==> src/rtl/mod_addsub_lanes_pkg.sv <==
// Shared constants, types and modular helpers for mod_addsub_lanes.
// Optional halving stage is enabled by MOD_ADDSUB_HALVE_EN.
package mod_addsub_lanes_pkg;

  localparam int W  = 24;
  localparam int HW = 12;
  localparam int KQ = 3329;
  localparam int DQ = 8380417;

  typedef enum logic {
    KD_KYBER = 1'b0,
    KD_DIL   = 1'b1
  } kd_mode_e;

  typedef struct packed {
    logic     valid;
    kd_mode_e mode;
`ifdef MOD_ADDSUB_HALVE_EN
    logic     halve;
`endif
  } stage_t;

  // Kyber: {hi13, lo13}; Dilithium: bits [23:0], borrow in bit 23.
  typedef struct packed {
    logic [2*HW+1:0] sum;
    logic [2*HW+1:0] diff;
  } lane_raw_t;

  function automatic logic [W-1:0] fix_sum(
    input logic [W-1:0] s,
    input logic [W-1:0] q
  );
    return (s >= q) ? s - q : s;
  endfunction

  function automatic logic [W-1:0] fix_diff(
    input logic [W-1:0] d,
    input logic         bw,
    input logic [W-1:0] q
  );
    return bw ? d + q : d;
  endfunction

  function automatic logic [W-1:0] halve_mod(
    input logic [W-1:0] x,
    input logic [W-1:0] q
  );
    logic [W:0] t;
    t = x[0] ? {1'b0, x} + {1'b0, q} : {1'b0, x};
    return t[W:1];
  endfunction

endpackage

==> src/rtl/mod_addsub_lane.sv <==
// One lane of the modular add/sub datapath: raw S1 register, corrected S2.
// Halving is present only when MOD_ADDSUB_HALVE_EN is defined.
module mod_addsub_lane
  import mod_addsub_lanes_pkg::*;
#(
  parameter int KYB_Q = KQ,
  parameter int DIL_Q = DQ
) (
  input  logic         clk,
  input  logic         rst,
  input  logic         ld1,
  input  logic         ld2,
  input  kd_mode_e     mode_in,
  input  kd_mode_e     mode_s1,
`ifdef MOD_ADDSUB_HALVE_EN
  input  logic         halve_s1,
`endif
  input  logic [W-1:0] a,
  input  logic [W-1:0] b,
  output logic [W-1:0] sum,
  output logic [W-1:0] diff
);

  localparam logic [W-1:0] QK = 24'(KYB_Q);
  localparam logic [W-1:0] QD = 24'(DIL_Q);
  localparam logic [W-1:0] MK = 24'hfff;
  localparam logic [W-1:0] MD = 24'h7fffff;

  lane_raw_t    raw_d, raw_q;
  logic [W-1:0] ks_hi, ks_lo, kd_hi, kd_lo;
  logic [W-1:0] ds, dd, sum_n, diff_n;

  always_comb begin
    raw_d = '0;
    if (mode_in == KD_DIL) begin
      raw_d.sum[23:0]  = {1'b0, a[22:0]} + {1'b0, b[22:0]};
      raw_d.diff[23:0] = {1'b0, a[22:0]} - {1'b0, b[22:0]};
    end else begin
      raw_d.sum  = {{1'b0, a[23:12]} + {1'b0, b[23:12]},
                    {1'b0, a[11:0]}  + {1'b0, b[11:0]}};
      raw_d.diff = {{1'b0, a[23:12]} - {1'b0, b[23:12]},
                    {1'b0, a[11:0]}  - {1'b0, b[11:0]}};
    end
  end

  always_comb begin
    ks_hi = fix_sum({11'd0, raw_q.sum[25:13]}, QK) & MK;
    ks_lo = fix_sum({11'd0, raw_q.sum[12:0]}, QK) & MK;
    kd_hi = fix_diff({12'd0, raw_q.diff[24:13]},
                     raw_q.diff[25], QK) & MK;
    kd_lo = fix_diff({12'd0, raw_q.diff[11:0]},
                     raw_q.diff[12], QK) & MK;
    ds    = fix_sum(raw_q.sum[23:0], QD) & MD;
    dd    = fix_diff({1'b0, raw_q.diff[22:0]},
                     raw_q.diff[23], QD) & MD;
`ifdef MOD_ADDSUB_HALVE_EN
    if (halve_s1) begin
      ks_hi = halve_mod(ks_hi, QK) & MK;
      ks_lo = halve_mod(ks_lo, QK) & MK;
      kd_hi = halve_mod(kd_hi, QK) & MK;
      kd_lo = halve_mod(kd_lo, QK) & MK;
      ds    = halve_mod(ds, QD) & MD;
      dd    = halve_mod(dd, QD) & MD;
    end
`endif
    sum_n  = {ks_hi[11:0], ks_lo[11:0]};
    diff_n = {kd_hi[11:0], kd_lo[11:0]};
    if (mode_s1 == KD_DIL) begin
      sum_n  = ds;
      diff_n = dd;
    end
  end

  always_ff @(posedge clk) begin
    if (rst) begin
      raw_q <= '0;
      sum   <= '0;
      diff  <= '0;
    end else begin
      if (ld1) raw_q <= raw_d;
      if (ld2) begin
        sum  <= sum_n;
        diff <= diff_n;
      end
    end
  end

endmodule

==> src/rtl/mod_addsub_lanes.sv <==
// Multi-lane modular add/sub, 2-stage valid/ready pipeline, Kyber or Dilithium.
// Define MOD_ADDSUB_HALVE_EN to add the halve input (x/2 mod q).
module mod_addsub_lanes #(
  parameter int LANES = 2,
  parameter int KQ    = 3329,
  parameter int DQ    = 8380417,
  parameter int W     = 24
) (
  input  logic               clk,
  input  logic               rst,
  input  logic               in_valid,
  output logic               in_ready,
  input  logic               kd_mode,
`ifdef MOD_ADDSUB_HALVE_EN
  input  logic               halve,
`endif
  input  logic [LANES*W-1:0] in_a,
  input  logic [LANES*W-1:0] in_b,
  output logic               out_valid,
  input  logic               out_ready,
  output logic [LANES*W-1:0] out_sum,
  output logic [LANES*W-1:0] out_diff
);
  import mod_addsub_lanes_pkg::*;

  stage_t s1;
  logic   s2_valid;
  logic   acc, adv2;

  assign adv2      = s1.valid & (~s2_valid | out_ready);
  assign in_ready  = ~s1.valid | adv2;
  assign acc       = in_valid & in_ready;
  assign out_valid = s2_valid;

  always_ff @(posedge clk) begin
    if (rst) begin
      s1       <= '0;
      s2_valid <= 1'b0;
    end else begin
      if (acc) begin
        s1.valid <= 1'b1;
        s1.mode  <= kd_mode_e'(kd_mode);
`ifdef MOD_ADDSUB_HALVE_EN
        s1.halve <= halve;
`endif
      end else if (adv2) begin
        s1.valid <= 1'b0;
      end
      s2_valid <= adv2 | (s2_valid & ~out_ready);
    end
  end

  for (genvar i = 0; i < LANES; i++) begin : g_lane
    mod_addsub_lane #(
      .KYB_Q(KQ),
      .DIL_Q(DQ)
    ) u_lane (
      .clk     (clk),
      .rst     (rst),
      .ld1     (acc),
      .ld2     (adv2),
      .mode_in (kd_mode_e'(kd_mode)),
      .mode_s1 (s1.mode),
`ifdef MOD_ADDSUB_HALVE_EN
      .halve_s1(s1.halve),
`endif
      .a       (in_a[i*W +: W]),
      .b       (in_b[i*W +: W]),
      .sum     (out_sum[i*W +: W]),
      .diff    (out_diff[i*W +: W])
    );
  end

endmodule

==> config.mk <==
export PLATFORM = sky130hd
export DESIGN_NAME = mod_addsub_lanes
export DESIGN_NICKNAME = d
export VERILOG_FILES = /design/src/rtl/mod_addsub_lanes_pkg.sv /design/src/rtl/mod_addsub_lane.sv /design/src/rtl/mod_addsub_lanes.sv
export SDC_FILE = /design/constraint.sdc
export NUM_CORES = 1
export LEC_CHECK = 0
export CAP_MARGIN = 10
export CORE_UTILIZATION = 35
export CTS_CLUSTER_SIZE = 24
export DETAILED_ROUTE_END_ITERATION = 12
export SLEW_MARGIN = 20
export SYNTH_ARGS = -nofsm -noshare
export SYNTH_HDL_FRONTEND = slang
export SYNTH_SLANG_ARGS = --single-unit
==> constraint.sdc <==
create_clock -name clk -period 2.95 [get_ports clk]
set_clock_uncertainty 0.05 [all_clocks]
set_input_delay 0.4425 -clock clk [delete_from_list [all_inputs] [get_ports clk]]
set_output_delay 0.4425 -clock clk [all_outputs]
set_load 0.02 [all_outputs]
# After elaboration in Yosys (flattened, before gate mapping)

Index checks and enable logic that the tools add are counted.

Add/subtract/negate cells: 24
Order comparisons: 6
Muxes and demuxes: 26
Bitwise gates (word level): 9
Reduce and logical (&&, ||, !) cells: 1

Operators by type and width:

| operator               | number |
|---|---|
| $mux 24                | 8 |
| $mux 12                | 8 |
| $mux 23                | 4 |
| $add 12x12->13         | 4 |
| $ge 13x12->1 const B   | 4 |
| $sub 12x12->13         | 4 |
| $add 12x12->12 const B | 4 |
| $add 23x23->24         | 2 |
| $ge 24x23->1 const B   | 2 |
| $sub 12x12->12 const B | 4 |
| $sub 23x23->24         | 2 |
| $add 23x23->23 const B | 2 |
| $sub 23x23->23 const B | 2 |
| $mux 2                 | 4 |
| $and 1x1->1            | 3 |
| $not 1->1              | 3 |
| $or 1x1->1             | 3 |
| $mux 1                 | 2 |
| $reduce_bool 2->1      | 1 |

Flip-flop bits (word level): 203
Bits of input ports: 101
Output and inout bits: 98

# Longest topological paths before layout

Gate-level depths: netlist of the first run.

Depth in word-level cells: 6
Gate-level depth with buffers: 11
Mapped depth without buffers: 11

# Hierarchy

From an unflattened synthesis of the first run, not the netlist that was laid out.

Cells, all modules: 2,233
Area total of the unflattened synthesis: 17,028.8 µm²

By module, submodules not included:

| module                              | instances | cells an instance | area an instance (µm²) |
|---|---|---|---|
| mod_addsub_lane at g_lane[1].u_lane | 1         | 1,109             | 8,536.9 |
| mod_addsub_lane at g_lane[0].u_lane | 1         | 1,110             | 8,350.5 |
| mod_addsub_lanes                    | 1         | 14                | 141.4 |

# Worst setup path before layout of the first run

Ideal clock, no wire load.

Path type: input to register
Start: in in_a[0]
End: reg g_lane[0].u_lane.raw_q[20] in the netlist's numbering
Library setup time: 115 ps
Arrival: 2,857 ps
Data required time: 2,785 ps
Setup slack: -72 ps
Stages: 11
Cell sequence: inv_1 -> ha_1 -> fa_1 -> and2b_1 -> o2111ai_2 -> a31oi_2 -> a2111oi_4 -> o31ai_4 -> a2111oi_2 -> or4_1 -> and3_1

Longest elaborated chain between the ends: 2

Ends and longest elaborated chain:

| item                 | RTL line               | text |
|---|---|---|
| start, declared      | mod_addsub_lanes.sv:17 | `input logic [LANES*W-1:0] in_a,` |
| $sub 23x23->24       | mod_addsub_lane.sv:37  | `raw_d.diff[23:0] = {1'b0, a[22:0]} - {1'b0, b[22:0]};` |
| $mux 24              | mod_addsub_lane.sv:35  | `if (mode_in == KD_DIL) begin` |
| end signal, assigned | mod_addsub_lane.sv:80  | `if (ld1) raw_q <= raw_d;` |
| end, declared        | mod_addsub_lane.sv:29  | `lane_raw_t raw_d, raw_q;` |

Every way passes these cells.
A chain may end at the register's enable or synchronous reset.

# Worst setup path in the final report of the first run

Start: in in_b[2]
End: reg g_lane[0].u_lane.raw_q[16] in the netlist's numbering

Longest elaborated chain between the ends: 2

Ends and longest elaborated chain:

| item            | RTL line               | text |
|---|---|---|
| start, declared | mod_addsub_lanes.sv:18 | `input logic [LANES*W-1:0] in_b,` |
| $sub 23x23->24  | mod_addsub_lane.sv:37  |  |
| $mux 24         | mod_addsub_lane.sv:35  |  |

Every way passes these cells.

==> qor.txt, run 1 <==
Status -> finished, final reports clean
Worst R2R Path Depth -> 13
Clock-pin slew on the worst setup and hold paths -> 60 ps
CP Launch Point -> in_b[2]
Final hold vios -> 0
Commonest non-fill, non-tap cell in the layout -> buf_4
Die ar. -> 48,000 µm²
RSZ-0062 raised after global routing -> true
Drt initial violations -> 960
Crit start category -> primary input
ANT cells -> 0
DR vias/cell -> 5.37
Hold buffer count at CTS -> 0
Non-Filler Instances -> 3,250
Drt pass-1 iters -> 7
Post-route minimum period -> 2880 ps
Slew HR -> 40.7%
Synth warnings -> 0
Setup_tns -> 0 ps
Final WL -> 60,500 µm
Reg2reg setup slack -> 160 ps
Initial Util -> 35.4%
Final period util -> 97.5%
First-pass GRT wire length -> 94,600 µm
Fraction of final layout cells sized beyond drive strength 1 -> 17.2%
Synth Instances -> 2,213
CORE AREA -> 46,600 µm²
Multi-input gate area -> 11,600 µm²
Antenna-violating nets left -> 0
Initial antenna violation count -> 0
Most frequent cells in the layout -> 333 x buf_4, 211 x nor2_1, 209 x a21oi_1
Largest net degree at the start of global routing -> 80
Vias in the first global route -> 17.4k
Reg-to-reg critical path startpoint -> g_lane[1].u_lane.raw_q[0]
Largest fanout on the critical path -> 4
Worst flop-to-flop path endpoint -> g_lane[1].u_lane.sum[21]
Type of the worst min-delay path -> primary input to flop
Maxcap violations -> 0
WP depth -> 13
Final setup violation count -> 0
Synth Register Bits -> 201
Maximum vdd drop -> 0.534 mV
Setup crit end kind -> flop
EDFF count, synth -> 0
Top Family by Delay on Critical Path -> compound AO/OA/AOI/OAI gates
Leak -> 9.08 nW
Fmax -> 0.348 GHz
CP bufs+invs -> 4
Seq. cell area -> 4030 µm²
Worst path slowest cell -> clkdlybuf4s50_1
CTS root buffer -> clkbuf_16
Required time of the worst setup path -> 3280 ps
Chip height -> 219 µm
H-tree depth -> 1
Remaining DRCs -> 0
Top Ports -> 199
Syn nets -> 2,438
TritonCTS Buffers -> 24
CTS tree -> yes
Crit-path cells -> clkdlybuf4s50_1 > inv_1 > ha_4 > and2b_1 > o2111ai_2 > a31oi_4 > a2111oi_4 > o31ai_4 > buf_6 > buf_4 > a211o_1 > o22ai_1 > a211oi_1
Total grt overflow -> 0
Slew Viols, Final -> 0
Port Buffers -> 198
Setup crit end -> g_lane[0].u_lane.raw_q[16]
Area growth syn-to-layout -> 35.0%
CP Data Arrival Time -> 3210 ps
Sequential area share after synthesis -> 24.4%
Fillcell total -> 4,664
Ys async rst share -> 0%
Clock Latency Late Sink -> 550 ps
HPWL Detailed -> 48,000 µm
Syn_area_per_cell -> 7.46 µm²
Worst Max-Slew Pin Slew -> 890 ps
Sink Count -> 201
Gr usage total -> 24.9%
Critical path's largest stage delay -> 490 ps
Clk buf depth -> 3
Post-synth top flop -> dfxtp_1
Via count -> 17.4k
Yosys cell types -> 97
Setup CP Type -> primary input to flop
Die X -> 219 µm
Cell Area, Synth -> 16,500 µm²
Final nets -> 2,850
Pwr/cell area -> 447 nW/µm²
Site Rows -> 79
Placed insts -> 3,200
Routability cong. -> 0.948
Avg WL per Cell -> 18.6 µm
## where the power goes
part / internal (mW) / total, mW / switching (mW)
Sequential: 2.94 / 3.26 / 0.318
Combinational: 1.70 / 3.61 / 1.91
Clock: 1.82 / 3.08 / 1.26
Total: 6.46 / 9.95 / 3.49
## cells in the mapped netlist (19+ instances only)
| master | n | area share [%] |
|---|---|---|
| nor2_1 | 214 | 4.9 |
| a21oi_1 | 211 | 6.4 |
| dfxtp_1 | 201 | 24 |
| nand2_1 | 195 | 4.4 |
| xnor2_1 | 150 | 8.0 |
| inv_1 | 129 | 2.9 |
| o21ai_0 | 126 | 3.8 |
| clkbuf_1 | 119 | 2.7 |
| ha_1 | 116 | 8.8 |
| a211oi_1 | 63 | 2.9 |
| xor2_1 | 58 | 3.1 |
| nand3_1 | 57 | 1.7 |
| nor3_1 | 52 | 1.6 |
| nand4_1 | 29 | 1.1 |
| nand2b_1 | 28 | 1.1 |
| nor4_1 | 28 | 1.1 |
| a21o_1 | 25 | 1.1 |
| a22o_1 | 25 | 1.3 |
| or3_1 | 25 | 0.95 |
| a22oi_1 | 21 | 0.96 |
| and3_1 | 20 | 0.76 |
| o21bai_1 | 20 | 0.91 |
| a31oi_1 | 19 | 0.72 |
| o211ai_1 | 19 | 0.86 |
## kinds of logic (layout without fill, tap and decap cells)
kind of cell,count (synthesis),count (layout),share of synthesized area [%]
fa+ha+maj,124,124,9.77
mux,16,16,0.986
simple gates,725,725,21.1
xor+xnor,208,208,11.0
flops,201,201,24.4
buf+inv,284,714,6.65
compound gates,655,655,26.0
## state kept, by name, summed over array words and instances, names as in the netlist
name	flops
g_lane.u_lane.raw_q	102
g_lane.u_lane.diff	48
s1	2
out_valid	1
g_lane.u_lane.sum	48
## layout make-up
class / instances / area share [%]
multi-input combinational: 1728 / 52.1
timing repair buffer: 537 / 20.6
sequential: 201 / 18.1
tap: 607 / 3.41
clock buffer: 32 / 2.92
inverter: 133 / 2.24
clock inverter: 12 / 0.702
## worst min-delay path by stage
stage                                             to                       start  depth (start not counted)  slack (ps)
after floorplan           g_lane[0].u_lane.raw_q[24]  g_lane[0].u_lane.raw_q[24]                          2         400
after global placement      g_lane[0].u_lane.sum[10]    g_lane[0].u_lane.sum[10]                          2         390
after detailed placement    g_lane[0].u_lane.diff[8]    g_lane[0].u_lane.diff[8]                          2         390
after CTS                                      s1[0]                         rst                          2         110
after global routing                           s1[0]                         rst                          2         120
final                                          s1[0]                         rst                          2         140
## metrics by stage
stage,hold WS (ps),area [µm²],util [%],power [mW],setup WS (ps)
finish,142,22300,47.9,9.95,73.5
CTS,112,22100,47.5,9.97,5.76
floorplan,396,16500,-,5.29,59.5
global route,116,22300,47.9,10.5,-2.55
detailed placement,392,21200,45.6,6.83,-745
global placement,391,21200,45.6,6.80,-646
## metal layers
layer  wire length, µm  global-route usage [%]
met1             25700                    30.0
met2             30600                    45.9
met3              2570                    2.49
met4              1640                    7.85
met5                 0                       0
## timing repair
item	CTS	global route
endpoints found under the setup margin	4	39
buffers inserted	4	2
cloned	0	0
resized for setup	8	33
pin swaps	8	13
No activity file was read; power rests on OpenSTA's default activity.
==> run 2, diff against run 1 <==
Settings changed: CORE_UTILIZATION 35 to 48, PLACE_DENSITY set to 0.73, RECOVER_POWER set to 100, SETUP_SLACK_MARGIN set to 0.02.
==> qor.txt, run 2 (synthesis results as in run 1) <==
RSZ-0062 raised after global routing -> true (unchanged)
Worst Max-Slew Pin Slew -> 1230 ps (was 890 ps)
Chip height -> 187 µm (was 219 µm)
Sequential power share -> 32.0% (was 32.7%)
Initial antenna violation count -> 0 (unchanged)
Site Rows -> 67 (was 79)
Routability cong. -> 0.992 (was 0.948)
Die ar. -> 35,100 µm² (was 48,000 µm²)
Regs by FF count -> g_lane.u_lane.raw_q x102, g_lane.u_lane.diff x48, g_lane.u_lane.sum x48 (unchanged)
Max FFs per register -> 102 (unchanged)
Clock-pin slew on the worst setup and hold paths -> 60 ps (about the same)
Setup CP Type -> primary input to flop (unchanged)
Initial Util -> 49.0% (was 35.4%)
Net Sw Power -> 3.48 mW (was 3.49 mW)
Status -> finished, final reports clean (unchanged)
Remaining DRCs -> 0 (unchanged)
Area growth syn-to-layout -> 34.2% (was 35.0%)
Placed insts -> 3,048 (was 3,200)
Final period util -> 96.5% (was 97.5%)
Largest net degree at the start of global routing -> 95 (was 80)
Fmax -> 0.351 GHz (was 0.348 GHz)
ANT cells -> 0 (unchanged)
TritonCTS Buffers -> 23 (was 24)
Type of the worst min-delay path -> primary input to flop (unchanged)
Via count -> 17.9k (was 17.4k)
Sink Count -> 201 (unchanged)
Clk buf depth -> 3 (unchanged)
Hold buffer count at CTS -> 0 (unchanged)
CTS tree -> yes (unchanged)
Maxcap violations -> 0 (unchanged)
H-tree depth -> 1 (unchanged)
Setup crit end kind -> flop (unchanged)
Non-Filler Instances -> 3,103 (was 3,250)
Leak -> 9.40 nW (was 9.08 nW)
Pwr/cell area -> 461 nW/µm² (was 447 nW/µm²)
DR vias/cell -> 5.76 (was 5.37)
Top Ports -> 199 (unchanged)
Slew HR -> 17.8% (was 40.7%)
CTS root buffer -> clkbuf_16 (unchanged)
Top reg by flops -> g_lane.u_lane.raw_q (unchanged)
Slew Viols, Final -> 0 (unchanged)
Largest fanout on the critical path -> 4 (unchanged)
Worst hold slack -> 265 ps (was 142 ps)
Drt initial violations -> 1,111 (was 960)
Port Buffers -> 198 (unchanged)
Sw frac -> 34.1% (was 35.1%)
Vias in the first global route -> 17.3k (was 17.4k)
Post-route minimum period -> 2850 ps (was 2880 ps)
Final setup violation count -> 0 (unchanged)
Commonest non-fill, non-tap cell in the layout -> buf_4 (unchanged)
Required time of the worst setup path -> 3370 ps (was 3280 ps)
Die X -> 187 µm (was 219 µm)
Fraction of final layout cells sized beyond drive strength 1 -> 16.5% (was 17.2%)
Clk pwr share -> 33.1% (was 31.0%)
Setup_tns -> 0 ps (unchanged)
Final WL -> 58,300 µm (was 60,500 µm)
Crit start category -> primary input (unchanged)
CORE AREA -> 33,700 µm² (was 46,600 µm²)
Total grt overflow -> 0 (unchanged)
CP Data Arrival Time -> 3260 ps (was 3210 ps)
Gr usage total -> 32.2% (was 24.9%)
Clock Latency Late Sink -> 540 ps (was 550 ps)
Most frequent cells in the layout -> 314 x buf_4, 211 x nor2_1, 209 x a21oi_1 (was 333 x buf_4, 211 x nor2_1, 209 x a21oi_1)
Final nets -> 2,863 (was 2,850)
Int Power -> 6.72 mW (was 6.46 mW)
First-pass GRT wire length -> 91,400 µm (was 94,600 µm)
Gate power share -> 35.0% (was 36.3%)
Avg WL per Cell -> 18.8 µm (was 18.6 µm)
Drt pass-1 iters -> 5 (was 7)
Final hold vios -> 0 (unchanged)
Maximum vdd drop -> 0.579 mV (was 0.534 mV)
Antenna-violating nets left -> 0 (unchanged)
HPWL Detailed -> 45,900 µm (was 48,000 µm)
==> run 2: through the flow <==
stage	power [mW]	worst slack [ps]	area [µm²]	utilization, %
6_report	10.2	104	22100	65.7
5_1_grt	10.7	3.67	22100	65.7
4_1_cts	10.2	25.6	22000	65.4
3_5_place_dp	6.82	-743	21100	62.6
3_3_place_gp	6.76	-657	21100	62.6
2_1_floorplan	5.29	59.5	16500	-
==> run 2: worst max-delay path: stages <==
cell             delay [ps]
clkdlybuf4s50_1         480
inv_1                    50
ha_1                    280
buf_4                   130
buf_4                   110
o2111ai_4               140
a31oi_4                 280
a2111oi_4               120
o31ai_4                 320
buf_4                   180
a31oi_2                  80
or4_1                   500
a31oi_1                 160
==> run 2: cell type report <==
cell class | count | area [µm²]
tap | 448 | 561
fill | 3087 | 11600
clock inverter | 13 | 265
sequential | 201 | 4020
inverter | 133 | 499
clock buffer | 29 | 618
timing repair buffer | 551 | 4620
multi-input combinational | 1728 | 11600
==> run 2: final timing paths <==
| kind | from | end | slack (ps) | cells after the start |
|---|---|---|---|---|
| min reg2reg | g_lane[0].u_lane.diff[0] | g_lane[0].u_lane.diff[0] | 400 | 2 |
| max reg2reg | g_lane[0].u_lane.raw_q[0] | g_lane[0].u_lane.sum[7] | 150 | 10 |
| min | in_b[0] | g_lane[0].u_lane.raw_q[0] | 260 | 3 |
| max | in_b[3] | g_lane[0].u_lane.raw_q[18] | 100 | 13 |
==> run 2: layer usage <==
metal	routed length, µm	share of wire [%]	track usage [%]	vias up
met5	0	0	0	-
met4	2620	4.5	13.8	0
met3	2660	4.6	2.21	153
met2	29700	51	60.2	602
met1	23300	40	37.7	8408
li1	-	-	-	8698
==> run 2: power by group through the flow <==
| stage | logic [mW] | registers, mW | clock network [mW] |
|---|---|---|---|
| 2_1_floorplan | 2.06 | 3.24 | 0 |
| 3_3_place_gp | 3.46 | 3.30 | 0 |
| 3_5_place_dp | 3.51 | 3.31 | 0 |
| 4_1_cts | 3.54 | 3.25 | 3.41 |
| 5_1_grt | 3.88 | 3.29 | 3.52 |
| 6_report | 3.56 | 3.26 | 3.37 |
==> run 2: what timing repair did <==
item	in CTS	in global routing
buffers inserted	4	8
pin swaps	7	18
hold endpoints to repair	0	0
gates resized for setup	4	34
endpoints found under the setup margin	4	33
